File: config.mk
export PLATFORM = sky130hd
export DESIGN_NAME = alu_arbiter_flat
export DESIGN_NICKNAME = d
export VERILOG_FILES = /design/src/rtl/alu_arbiter_if.sv /design/src/rtl/alu_arbiter.sv /design/src/flat_wrapper.sv
export SDC_FILE = /design/constraint.sdc
export NUM_CORES = 1
export LEC_CHECK = 0
export CAP_MARGIN = 20
export CELL_PAD_IN_SITES_DETAIL_PLACEMENT = 0
export CELL_PAD_IN_SITES_GLOBAL_PLACEMENT = 1
export CORE_ASPECT_RATIO = 0.9
export CORE_MARGIN = 1.5
export CORE_UTILIZATION = 31
export DETAILED_ROUTE_END_ITERATION = 8
export PLACE_DENSITY = 0.95
export SKIP_LAST_GASP = 1
export SLEW_MARGIN = 0
export SYNTH_ARGS = -nofsm -noshare
export SYNTH_HDL_FRONTEND = slang
export SYNTH_SLANG_ARGS = --single-unit
export TNS_END_PERCENT = 10
File: constraint.sdc
create_clock -name clk -period 4.2 [get_ports clk]
set_input_delay 0.63 -clock clk [delete_from_list [all_inputs] [get_ports clk]]
set_output_delay 0.63 -clock clk [all_outputs]
set_load 0.05 [all_outputs]
File: src/rtl/alu_arbiter_if.sv
// Bus bundle between the requesters, the shared ALU and the response consumer
// on one side and alu_arbiter on the other.
interface alu_arbiter_if #(
   parameter int WIDTH = 32
);
   logic             r0_valid;
   logic             r1_valid;
   logic             r0_ready;
   logic             r1_ready;
   logic [3:0]       r0_op;
   logic [3:0]       r1_op;
   logic [WIDTH-1:0] r0_a;
   logic [WIDTH-1:0] r0_b;
   logic [WIDTH-1:0] r1_a;
   logic [WIDTH-1:0] r1_b;
   logic [3:0]       alu_op;
   logic [WIDTH-1:0] alu_a;
   logic [WIDTH-1:0] alu_b;
   logic [WIDTH-1:0] alu_result;
   logic             alu_zero;
   logic             rsp_valid;
   logic             rsp_ready;
   logic             rsp_id;
   logic [WIDTH-1:0] rsp_result;
   logic             rsp_zero;
   logic             rsp_illegal;
   logic             busy;

   modport slave (
      input  r0_valid, r1_valid, r0_op, r1_op, r0_a, r0_b, r1_a, r1_b,
      input  alu_result, alu_zero, rsp_ready,
      output r0_ready, r1_ready, alu_op, alu_a, alu_b,
      output rsp_valid, rsp_id, rsp_result, rsp_zero, rsp_illegal, busy
   );

   modport master (
      output r0_valid, r1_valid, r0_op, r1_op, r0_a, r0_b, r1_a, r1_b,
      output alu_result, alu_zero, rsp_ready,
      input  r0_ready, r1_ready, alu_op, alu_a, alu_b,
      input  rsp_valid, rsp_id, rsp_result, rsp_zero, rsp_illegal, busy
   );
endinterface

File: src/rtl/alu_arbiter.sv
// Round-robin arbiter/sequencer sharing one combinational ALU between two
// requesters: IDLE grants and latches, EXEC captures the ALU, RESP holds the tagged response.
module alu_arbiter #(
   parameter int WIDTH = 32
) (
   input  logic          clk,
   input  logic          rst_n,
   alu_arbiter_if.slave  bus
);
   localparam logic [1:0] ST_IDLE = 2'd0;
   localparam logic [1:0] ST_EXEC = 2'd1;
   localparam logic [1:0] ST_RESP = 2'd2;

   logic [1:0]       state_q, state_d;
   logic             last_grant_q, last_grant_d;
   logic [3:0]       op_q, op_d;
   logic [WIDTH-1:0] a_q, a_d;
   logic [WIDTH-1:0] b_q, b_d;
   logic             id_q, id_d;
   logic             rsp_valid_q, rsp_valid_d;
   logic             rsp_id_q, rsp_id_d;
   logic [WIDTH-1:0] rsp_result_q, rsp_result_d;
   logic             rsp_zero_q, rsp_zero_d;
   logic             rsp_illegal_q, rsp_illegal_d;
   logic             busy_q, busy_d;
   logic             grant0_s, grant1_s, accept_s;

   function automatic logic op_illegal(input logic [3:0] op);
      return (op < 4'h9) || (op > 4'hC);
   endfunction

   // Grant: a tie goes to the requester not served last.
   always_comb begin
      grant0_s = 1'b0;
      grant1_s = 1'b0;
      if (state_q == ST_IDLE) begin
         if (bus.r0_valid && bus.r1_valid) begin
            grant0_s = last_grant_q;
            grant1_s = ~last_grant_q;
         end else begin
            grant0_s = bus.r0_valid;
            grant1_s = bus.r1_valid;
         end
      end else begin
         grant0_s = 1'b0;
         grant1_s = 1'b0;
      end
   end

   assign accept_s = grant0_s | grant1_s;

   // Next-state and datapath capture for the three-phase sequence.
   always_comb begin
      state_d       = state_q;
      last_grant_d  = last_grant_q;
      op_d          = op_q;
      a_d           = a_q;
      b_d           = b_q;
      id_d          = id_q;
      rsp_valid_d   = rsp_valid_q;
      rsp_id_d      = rsp_id_q;
      rsp_result_d  = rsp_result_q;
      rsp_zero_d    = rsp_zero_q;
      rsp_illegal_d = rsp_illegal_q;
      case (state_q)
         ST_IDLE: begin
            if (accept_s) begin
               op_d         = grant1_s ? bus.r1_op : bus.r0_op;
               a_d          = grant1_s ? bus.r1_a  : bus.r0_a;
               b_d          = grant1_s ? bus.r1_b  : bus.r0_b;
               id_d         = grant1_s;
               last_grant_d = grant1_s;
               state_d      = ST_EXEC;
            end else begin
               state_d = ST_IDLE;
            end
         end
         ST_EXEC: begin
            rsp_result_d  = bus.alu_result;
            rsp_zero_d    = bus.alu_zero;
            rsp_illegal_d = op_illegal(op_q);
            rsp_id_d      = id_q;
            rsp_valid_d   = 1'b1;
            state_d       = ST_RESP;
         end
         ST_RESP: begin
            if (bus.rsp_ready) begin
               rsp_valid_d = 1'b0;
               state_d     = ST_IDLE;
            end else begin
               state_d = ST_RESP;
            end
         end
         default: begin
            rsp_valid_d = 1'b0;
            state_d     = ST_IDLE;
         end
      endcase
      busy_d = (state_d != ST_IDLE);
   end

   // State and output registers; reset also discards any in-flight response.
   always_ff @(posedge clk or negedge rst_n) begin
      if (!rst_n) begin
         state_q       <= ST_IDLE;
         last_grant_q  <= 1'b1;
         op_q          <= 4'h0;
         a_q           <= {WIDTH{1'b0}};
         b_q           <= {WIDTH{1'b0}};
         id_q          <= 1'b0;
         rsp_valid_q   <= 1'b0;
         rsp_id_q      <= 1'b0;
         rsp_result_q  <= {WIDTH{1'b0}};
         rsp_zero_q    <= 1'b0;
         rsp_illegal_q <= 1'b0;
         busy_q        <= 1'b0;
      end else begin
         state_q       <= state_d;
         last_grant_q  <= last_grant_d;
         op_q          <= op_d;
         a_q           <= a_d;
         b_q           <= b_d;
         id_q          <= id_d;
         rsp_valid_q   <= rsp_valid_d;
         rsp_id_q      <= rsp_id_d;
         rsp_result_q  <= rsp_result_d;
         rsp_zero_q    <= rsp_zero_d;
         rsp_illegal_q <= rsp_illegal_d;
         busy_q        <= busy_d;
      end
   end

   assign bus.r0_ready    = grant0_s;
   assign bus.r1_ready    = grant1_s;
   assign bus.alu_op      = op_q;
   assign bus.alu_a       = a_q;
   assign bus.alu_b       = b_q;
   assign bus.rsp_valid   = rsp_valid_q;
   assign bus.rsp_id      = rsp_id_q;
   assign bus.rsp_result  = rsp_result_q;
   assign bus.rsp_zero    = rsp_zero_q;
   assign bus.rsp_illegal = rsp_illegal_q;
   assign bus.busy        = busy_q;
endmodule

File: src/flat_wrapper.sv
// flat-port wrapper written by rule: the top's interface ports become plain ports
module alu_arbiter_flat 
#(
   parameter int WIDTH = 32
)
  (clk, rst_n, bus_r0_valid, bus_r1_valid, bus_r0_op, bus_r1_op, bus_r0_a, bus_r0_b, bus_r1_a, bus_r1_b, bus_alu_result, bus_alu_zero, bus_rsp_ready, bus_r0_ready, bus_r1_ready, bus_alu_op, bus_alu_a, bus_alu_b, bus_rsp_valid, bus_rsp_id, bus_rsp_result, bus_rsp_zero, bus_rsp_illegal, bus_busy);
  alu_arbiter_if #(.WIDTH(WIDTH)) bus_i ();
  input  logic clk;
  input  logic rst_n;
  input wire logic [$bits(bus_i.r0_valid)-1:0] bus_r0_valid;
  input wire logic [$bits(bus_i.r1_valid)-1:0] bus_r1_valid;
  input wire logic [$bits(bus_i.r0_op)-1:0] bus_r0_op;
  input wire logic [$bits(bus_i.r1_op)-1:0] bus_r1_op;
  input wire logic [$bits(bus_i.r0_a)-1:0] bus_r0_a;
  input wire logic [$bits(bus_i.r0_b)-1:0] bus_r0_b;
  input wire logic [$bits(bus_i.r1_a)-1:0] bus_r1_a;
  input wire logic [$bits(bus_i.r1_b)-1:0] bus_r1_b;
  input wire logic [$bits(bus_i.alu_result)-1:0] bus_alu_result;
  input wire logic [$bits(bus_i.alu_zero)-1:0] bus_alu_zero;
  input wire logic [$bits(bus_i.rsp_ready)-1:0] bus_rsp_ready;
  output wire logic [$bits(bus_i.r0_ready)-1:0] bus_r0_ready;
  output wire logic [$bits(bus_i.r1_ready)-1:0] bus_r1_ready;
  output wire logic [$bits(bus_i.alu_op)-1:0] bus_alu_op;
  output wire logic [$bits(bus_i.alu_a)-1:0] bus_alu_a;
  output wire logic [$bits(bus_i.alu_b)-1:0] bus_alu_b;
  output wire logic [$bits(bus_i.rsp_valid)-1:0] bus_rsp_valid;
  output wire logic [$bits(bus_i.rsp_id)-1:0] bus_rsp_id;
  output wire logic [$bits(bus_i.rsp_result)-1:0] bus_rsp_result;
  output wire logic [$bits(bus_i.rsp_zero)-1:0] bus_rsp_zero;
  output wire logic [$bits(bus_i.rsp_illegal)-1:0] bus_rsp_illegal;
  output wire logic [$bits(bus_i.busy)-1:0] bus_busy;
  assign bus_i.r0_valid = bus_r0_valid;
  assign bus_i.r1_valid = bus_r1_valid;
  assign bus_i.r0_op = bus_r0_op;
  assign bus_i.r1_op = bus_r1_op;
  assign bus_i.r0_a = bus_r0_a;
  assign bus_i.r0_b = bus_r0_b;
  assign bus_i.r1_a = bus_r1_a;
  assign bus_i.r1_b = bus_r1_b;
  assign bus_i.alu_result = bus_alu_result;
  assign bus_i.alu_zero = bus_alu_zero;
  assign bus_i.rsp_ready = bus_rsp_ready;
  assign bus_r0_ready = bus_i.r0_ready;
  assign bus_r1_ready = bus_i.r1_ready;
  assign bus_alu_op = bus_i.alu_op;
  assign bus_alu_a = bus_i.alu_a;
  assign bus_alu_b = bus_i.alu_b;
  assign bus_rsp_valid = bus_i.rsp_valid;
  assign bus_rsp_id = bus_i.rsp_id;
  assign bus_rsp_result = bus_i.rsp_result;
  assign bus_rsp_zero = bus_i.rsp_zero;
  assign bus_rsp_illegal = bus_i.rsp_illegal;
  assign bus_busy = bus_i.busy;
  alu_arbiter #(.WIDTH(WIDTH)) u_core (.clk(clk), .rst_n(rst_n), .bus(bus_i));
endmodule
==> implementation parameters <==
Parameter                              Value

GRT
  First-pass GRT wire length ... 25400 um
  Maximum number of pins on one net before global-route repair ... 83
  Via count of the first global-routing pass ... 4807
  Global Route Usage Sum ... 19.1%
  Initial antenna violation count ... 0
  GRT Residual Overflow ... 0

Worst setup path
  Path type of the worst setup path ... primary input to output port
  Crit. Startpoint ... bus_r0_valid
  Capturing element type of the critical path ... output port
  Worst R2R End ... u_core.bus.alu_b[11]
  Cells along the critical path ... clkdlybuf4s50_1 -> and3_1 -> clkdlybuf4s50_1
  Worst setup path endpoint ... bus_r0_ready
  Maximum fanout count along the critical path ... 5
  Arrival time of data at the critical path endpoint ... 2.36 ns
  Top cell by count, worst path ... sky130_fd_sc_hd__clkdlybuf4s50_1
  Critical path depth in cells ... 3
  Critical Path Start Type ... primary input
  Cell family with most CP delay ... buffers and inverters
  Required @ worst endpoint ... 3.57 ns
  Worst reg2reg startpoint ... u_core.state_q[1]
  Flop2flop setup slack ... 1.84 ns
  Max incr delay on CP ... around 0.83 ns
  Register-to-Register Path Depth ... 4
  Buffers and inverters on the worst path ... 2
  Slowest stage cell on the critical path ... sky130_fd_sc_hd__clkdlybuf4s50_1

Synth
  Mapped Area ... 5070 um2
  Top-count cell post-synth ... sky130_fd_sc_hd__dfrtp_1
  Commonest cells in the netlist ... 108 x sky130_fd_sc_hd__dfrtp_1, 69 x sky130_fd_sc_hd__and3_1, 68 x sky130_fd_sc_hd__a221o_1
  Share of the synthesized area in compound gates (AO/OA/AOI/OAI) ... 14.3%
  Post-synthesis sequential element count ... between 100 and 150
  Gate Count Post-Synth ... ~420
  Syn_area_per_cell ... roughly 12 um2
  Adder-cell share of the synthesized area ... 0%
  Cell types with the largest area share after synthesis ... sky130_fd_sc_hd__dfrtp_1 53%, sky130_fd_sc_hd__a221o_1 13%, sky130_fd_sc_hd__nor3b_1 9.9%
  Largest family of logic cells by synthesized area ... simple AND/OR/NAND/NOR gates
  Syn nets ... 592
  Number of enable flip-flop cells after synthesis ... 0
  Share of the yosys chip area belonging to registers ... 53.9%
  Share of the synthesized area in the top cell type ... 53.3%
  FFs w/ async S/R, synth ... 100%
  Count of warnings emitted by yosys ... 0
  Mux share of post-synthesis cell area ... 7.56%
  Synthesized-area fraction occupied by and/or/nand/nor cells ... 20.0%
  Xor and xnor area share after synthesis ... 0.173%
  Most used flip-flop cell after synthesis ... sky130_fd_sc_hd__dfrtp_1
  Library cell occupying the most area in the post-synthesis netlist ... sky130_fd_sc_hd__dfrtp_1
  Unique cell type count in the Yosys netlist ... 25

Routing
  Post-route antenna net violation count ... 0
  Total Routed Length ... 16500 um
  Drt first-iter violations ... 205
  Number of DRC violations after detailed routing ... 0
  Via density per instance ... 5.26
  TritonRoute pass-1 iters ... 5
  Vias after detailed routing ... about 4600
  Wire length per cell ... 18.7 um

Clock tree
  Number of buffers inserted by post-CTS setup repair ... 0
  Number of sinks driven by the clock tree ... 109
  Clock insertion delay at the later pin of the skew report ... around 0.35 ns
  Number of CTS-inserted buffers ... 9
  Root buffer selected by CTS ... sky130_fd_sc_hd__clkbuf_16
  Clock tree from TritonCTS ... built
  Hold Buf Count CTS ... 0
  Clock input transition at the sequential cells of the worst setup and hold paths ... 0.08 ns
  Count of instances resized after the clock tree is built ... 0
  Maximum root-to-sink buffer count ... 2
  CTS H-tree lvls ... 3

Timing
  Final Critical Period ... 2.99 ns
  Worst slew margin relative to its limit ... 31.2%
  Final worst clock skew ... about 0.007 ns
  Slew Viols, Final ... 0
  Setup total negative slack ... 0 ns
  Max Fclk ... 334 MHz
  Final Hold Vio Count ... 0
  Final setup slack of the worst path ... about 1.2 ns
  Unrepaired setup endpoints after global routing ... false
  Setup Viol. Count Final ... 0
  Post-route fraction of the period consumed by the critical path ... 71.3%
  Worst slew pin tran ... a little over 1 ns

Final layout
  Fill cell total of the finished layout ... roughly 1400
  Number of nets at the end of the flow ... 845
  Final Core Density ... 51.9%
  Area growth from synthesis to final layout ... 64.5%
  Proportion of layout cells with a drive suffix above 1 ... around 10%
  # diodes ... 0

Die
  Core area ... 16100 um2
  Number of placed I/O pins ... 281
  Initial Utilization ... between 30% and 40%
  Cell Rows ... between 40 and 50
  Die width ... 138 um
  Overall die height ... 124 um
  Die Outline Area ... 17100 um2

Power and ir drop
  Peak supply drop ... roughly 720 uV
  Power per cell area ... 894 nW/um2
  Overall power after layout ... 7.46 mW
  Leakage power total ... 3.49 nW

Placed design
  Total half-perimeter wirelength after legalization and detailed placement ... 11300 um
  Routability cong. ... about 0.77
  Port buffer count ... 280
  Worst setup slack after placement ... between 1 and 1.5 ns

Job
  Max-capacitance violation count ... 0

Status
  Outcome ... complete, no violations

Hold path
  Class of the tightest hold or removal check ... primary input to asynchronous set/reset pin
==> cells by family (layout without fill, tap and decap cells) <==
| group | count (synthesis) | in the layout |
|---|---|---|
| DFF | 109 | 109 |
| muxes | 34 | 34 |
| xor gates and xnor gates | 1 | 1 |
| and+or+nand+nor | 149 | 149 |
| AOI/OAI and AO/OA | 75 | 75 |
| buffers and inverters | 50 | 308 |
==> where the power goes <==
| part | switching (mW) | leakage, nW | total, mW | internal (mW) |
|---|---|---|---|---|
| sequential | 0.339 | 1.29 | 1.94 | 1.60 |
| clock | 0.425 | 0.133 | 0.840 | 0.415 |
| combinational | 2.92 | 2.07 | 4.67 | 1.75 |
==> layout make-up <==
cell class | count | area [um2] | area share, %
Clock buffer | 10 | 229 | 2.75
Clock inverter | 6 | 57.6 | 0.690
Sequential cell | 109 | 2730 | 32.7
Timing Repair Buffer | 289 | 2900 | 34.8
Inverter | 3 | 11.3 | 0.135
Tap cell | 207 | 259 | 3.11
Multi-Input combinational cell | 259 | 2150 | 25.8
==> worst min path at each step <==
stage | cells after the start | endpoint | slack (ns) | startpoint
after global routing | 1 | u_core.bus.rsp_result[6] | 0.25 | rst_n
after global placement | 1 | u_core.bus.rsp_valid | 0.47 | u_core.bus.rsp_valid
after detailed placement | 1 | u_core.bus.rsp_valid | 0.48 | u_core.bus.rsp_valid
after floorplan | 0 | u_core.bus.alu_a[0] | 0.33 | rst_n
final | 1 | u_core.bus.alu_b[26] | 0.22 | rst_n
after CTS | 1 | u_core.bus.rsp_result[26] | 0.49 | rst_n
==> placed cells by master, fill, tap and decap left out, types with 3 or more instances in the layout <==
cell and n:
sky130_fd_sc_hd__and3_1 69, sky130_fd_sc_hd__nor3b_1 67, sky130_fd_sc_hd__a221o_1 68, sky130_fd_sc_hd__clkdlybuf4s50_1 278
sky130_fd_sc_hd__buf_4 9, sky130_fd_sc_hd__mux2_2 34, sky130_fd_sc_hd__clkbuf_16 9, sky130_fd_sc_hd__dfrtp_1 108
sky130_fd_sc_hd__inv_1 3, sky130_fd_sc_hd__inv_6 3, sky130_fd_sc_hd__nor2_1 5
==> sequential cells by signal, summed over array words and instances (netlist names) <==
signal	cells
u_core.bus.rsp_illegal	1
u_core.last_grant_q	1
u_core.bus.busy	1
u_core.bus.alu_a	32
u_core.bus.rsp_result	32
u_core.bus.rsp_id	1
u_core.bus.alu_b	32
u_core.id_q	1
u_core.bus.alu_op	4
u_core.bus.rsp_zero	1
u_core.bus.rsp_valid	1
u_core.state_q	2
==> per-layer routing <==
metal / vias up / GRT usage (%) / routed length [um]
met3: 29 / 5.33 / 1330
met5: - / 0 / 0
met1: 2295 / 22.7 / 6750
met2: 202 / 32.6 / 8080
li1: 2116 / - / -
met4: 0 / 6.62 / 367
==> metrics by stage <==
step,hold slack (ns),std cells,cell area (um2)
finish,0.222,883,8340
global route,0.250,883,8340
CTS,0.489,882,8310
detailed placement,0.483,866,8020
global placement,0.466,866,8020
floorplan,0.334,418,5070
Power figures use the tool's default switching activity.
==> RTL edit 1: new RTL, config.mk and constraints unchanged <==
Take the reset off `op_q` and load it in a clocked block of its own.
--- a/src/rtl/alu_arbiter.sv
+++ b/src/rtl/alu_arbiter.sv
@@ -104,7 +104,6 @@
       if (!rst_n) begin
          state_q       <= ST_IDLE;
          last_grant_q  <= 1'b1;
-         op_q          <= 4'h0;
          a_q           <= {WIDTH{1'b0}};
          b_q           <= {WIDTH{1'b0}};
          id_q          <= 1'b0;
@@ -117,7 +116,6 @@
       end else begin
          state_q       <= state_d;
          last_grant_q  <= last_grant_d;
-         op_q          <= op_d;
          a_q           <= a_d;
          b_q           <= b_d;
          id_q          <= id_d;
@@ -128,6 +126,10 @@
          rsp_illegal_q <= rsp_illegal_d;
          busy_q        <= busy_d;
       end
+   end
+
+   always_ff @(posedge clk) begin
+      op_q <= op_d;
    end
 
    assign bus.r0_ready    = grant0_s;
Check against the original RTL: not equivalent (a bounded check fails within 4 cycles, from zero or initial values and one cycle with rst_n low).
==> RTL edit 1 against the original RTL <==
  * Hold slack improved by 0.034 ns
  * Power decreased by 1.6%
  * Sequential cell count unchanged
  * Routed wire length increased by 13%
  * Setup slack improved by 0.19 ns
  * Area after synthesis increased by 9.4%
  * Via count increased by 11%
  * Combinational power decreased by 1%
  * Clock power increased by 1%
  * Sequential share of layout area decreased by 1.1 points
  * Design area increased by 4.1%
  * Critical path type unchanged
  * Largest power group unchanged
==> RTL edit 1: results (changes against the original RTL) <==
metric	value	unit	change
mean area per synthesized cell	11.3	sq um	was 12.1 sq um
M1 WL	7790	um	was 6750 um
dpl cells	958		was 866
Final Non-Filler Cells	974		was 883
Internal	3.66	mW	was 3.77 mW
Worst path max stage delay	0.70	ns	was 0.83 ns
placement-stage cell area	0.00839	sq mm	was 0.00802 sq mm
detailed placement HPWL	12000	um	was 11300 um
Total GRT Usage	19.3	%	was 19.1%
RR Startpoint	u_core.last_grant_q$_DFFE_PN1P_		was u_core.state_q[1]$_DFF_PN0_
Pre-Repair DR Iteration Count	4		was 5
Wirelength per Cell	19.2	um	was 18.7 um
Fillers	1593		was 1381
Crit path arrival time	2.17	ns	was 2.36 ns
Seq/Total Area, Yosys	49.6	%	was 53.9%
routed vias	5154		was 4642
vias in the first global route	5327		was 4807
Post-Syn Nets	663		was 592
post-synthesis mux area share	9.61	%	was 7.56%
met2 routed WL	8800	um	was 8080 um
GRT met2 Usage	32.9	%	was 32.6%
status	completed		unchanged
Final Wtd Congestion	0.770		was 0.775
Pleak	3.63	nW	was 3.49 nW
crit path launch	bus_r1_valid		was bus_r0_valid
-- RTL edit 1: cell count changes in the layout (fill, tap and decap cells not counted), moves of 5 or more --
| cell | change |
|---|---|
| mux2_2 | -28 |
| a221o_1 | -68 |
| mux2_4 | +28 |
| nor3b_1 | -67 |
| o21ai_0 | +60 |
| and3_1 | -5 |
| nand3b_1 | +64 |
| o2111ai_1 | +64 |
-- RTL edit 1: final cells by class --
type | count | area, sq um | share of cell area, %
Inverter | 2 | 7.51 | 0.0865
Tap cell | 240 | 300 | 3.46
Timing Repair Buffer | 291 | 2880 | 33.1
Sequential cell | 109 | 2750 | 31.7
Multi-Input combinational cell | 316 | 2460 | 28.3
Clock inverter | 6 | 52.6 | 0.605
Clock buffer | 10 | 239 | 2.75
-- RTL edit 1: worst reg2reg max path: cells and delay by family (launching register included) --
family	cells	cell delay [ns]
buffers and inverters	2	0.99
DFF	1	0.55
and+or+nand+nor	3	0.54
==> RTL edit 2: new RTL, same settings <==
Made on the original files. `WIDTH` is set to 32 in 3 places; all go to 28.
--- a/src/rtl/alu_arbiter_if.sv
+++ b/src/rtl/alu_arbiter_if.sv
@@ -1,7 +1,7 @@
 // Bus bundle between the requesters, the shared ALU and the response consumer
 // on one side and alu_arbiter on the other.
 interface alu_arbiter_if #(
-   parameter int WIDTH = 32
+   parameter int WIDTH = 28
 );
    logic             r0_valid;
    logic             r1_valid;
--- a/src/rtl/alu_arbiter.sv
+++ b/src/rtl/alu_arbiter.sv
@@ -1,7 +1,7 @@
 // Round-robin arbiter/sequencer sharing one combinational ALU between two
 // requesters: IDLE grants and latches, EXEC captures the ALU, RESP holds the tagged response.
 module alu_arbiter #(
-   parameter int WIDTH = 32
+   parameter int WIDTH = 28
 ) (
    input  logic          clk,
    input  logic          rst_n,
--- a/src/flat_wrapper.sv
+++ b/src/flat_wrapper.sv
@@ -1,7 +1,7 @@
 // flat-port wrapper written by rule: the top's interface ports become plain ports
 module alu_arbiter_flat 
 #(
-   parameter int WIDTH = 32
+   parameter int WIDTH = 28
 )
   (clk, rst_n, bus_r0_valid, bus_r1_valid, bus_r0_op, bus_r1_op, bus_r0_a, bus_r0_b, bus_r1_a, bus_r1_b, bus_alu_result, bus_alu_zero, bus_rsp_ready, bus_r0_ready, bus_r1_ready, bus_alu_op, bus_alu_a, bus_alu_b, bus_rsp_valid, bus_rsp_id, bus_rsp_result, bus_rsp_zero, bus_rsp_illegal, bus_busy);
   alu_arbiter_if #(.WIDTH(WIDTH)) bus_i ();
Ports: changed (8 resized); port bits go from 281 to 249. No check against the original RTL was run, so the function may have changed too.
==> RTL edit 2 against the original RTL <==
  * Design area fell by 10%
  * Largest power group unchanged
  * Setup slack got worse by 0.0076 ns
  * Sequential cell count fell by 12
  * Sequential power fell by 11%
  * Power fell by 10%
  * First-iteration DRC count rose by 40%
  * Routed wire length fell by 12%
  * Area after synthesis fell by 8.8%
==> RTL edit 2: results (changes against the original RTL) <==
metric	value	unit	change
Final Wtd Congestion	0.794		was 0.775
hold buffer count at cts	0		unchanged
Synth top cells by count	96 x dfrtp_1, 61 x and3_1, 60 x a221o_1		was 108 x dfrtp_1, 69 x and3_1, 68 x a221o_1
met2 routed WL	6890	um	was 8080 um
Seq/Total Area, Yosys	52.6	%	was 53.9%
Pleak	3.15	nW	was 3.49 nW
layout cells sized above 1	7.48	%	was 10.1%
slowest cell on the critical path	clkdlybuf4s50_1		unchanged
GR Layer Usage met1	23.5	%	was 22.7%
largest net degree at the start of global routing	63		was 83
final hold slack	0.346	ns	was 0.222 ns
IO Port Bufs	248		was 280
xor/xnor cell area share of the yosys netlist	0.190	%	was 0.173%
worst slew pin tran	1.05	ns	was 1.03 ns
Wirelength per Cell	18.2	um	was 18.7 um
clock skew	0.00618	ns	was 0.00707 ns
Worst Setup EP	bus_r0_ready		unchanged
peak supply drop	0.525	mV	was 0.721 mV
most common flop cell mapped by yosys	dfrtp_1		unchanged
M3 GR Usage	5.79	%	was 5.33%
Final Util	51.4	%	was 51.9%
synth top area cells	dfrtp_1 52%, a221o_1 13%, and3_1 8.3%		was dfrtp_1 53%, a221o_1 13%, nor3b_1 9.9%
post-CTS sizing	0		unchanged
reg2reg end	u_core.bus.alu_a[12]$_DFFE_PN0P_		was u_core.bus.alu_b[11]$_DFFE_PN0P_
htree depth	3		unchanged
Longest Clk Path Bufs	2		unchanged
post-synthesis mux area share	7.31	%	was 7.56%
first-pass GRT wire length	23400	um	was 25400 um
GRT met2 Usage	31.0	%	was 32.6%
Total GRT Usage	18.9	%	was 19.1%
mean area per synthesized cell	12.4	sq um	was 12.1 sq um
dpl cells	784		was 866
# Post-CTS Setup Buffers	0		unchanged
met3 wire length	1210	um	was 1330 um
via-per-instance ratio	5.23		was 5.26
status	completed		unchanged
M1 WL	6170	um	was 6750 um
Hold Path Class	in -> async		unchanged
antenna cells	0		unchanged
compound-gate portion of the synthesized area	13.9	%	was 14.3%
Pre-Repair DR Iteration Count	4		was 5
placement-stage cell area	0.00720	sq mm	was 0.00802 sq mm
vias in the first global route	4308		was 4807
Post-Syn Nets	526		was 592
library cells used by synthesis	27		was 25
detailed placement HPWL	10000	um	was 11300 um
initial DRC count	287		was 205
Fillers	1278		was 1381
Worst path max stage delay	0.82	ns	
final setup margin	1.20	ns	was 1.21 ns
NumNets Final	751		was 845
Final Non-Filler Cells	800		was 883
top routing layer in use	met4		unchanged
reg2reg setup slack	1.90	ns	was 1.84 ns
CTS tree	done		unchanged
==> RTL edit 2: cell types whose count changed in the layout (fill, tap and decap cells not counted), sizes merged <==
cell	change
a221o	-8
and3	-8
buf	-2
bufinv	+1
clkdlybuf4s50	-32
clkinv	+2
clkinvlp	-1
dfrtp	-12
inv	-2
mux2	-4
nor3b	-8
==> RTL edit 2: where the power goes <==
group	switching, mW	leakage [nW]	internal (mW)
Combinational	2.61	1.85	1.51
Clock	0.356	0.149	0.479
Sequential	0.302	1.15	1.43
==> RTL edit 2: area by class of cell <==
| class | count | area share (%) |
|---|---|---|
| Inverter | 3 | 0.150 |
| Tap cell | 198 | 3.30 |
| Clock inverter | 6 | 0.867 |
| Sequential cell | 97 | 32.4 |
| Timing Repair Buffer | 255 | 33.9 |
| Multi-Input combinational cell | 231 | 26.2 |
| Clock buffer | 10 | 3.18 |
==> RTL edit 2: critical path, delay by kind of cell <==
family	cells	cell delay [ns]
buffers and inverters	2	1.47
AND/OR/NAND/NOR	1	0.27
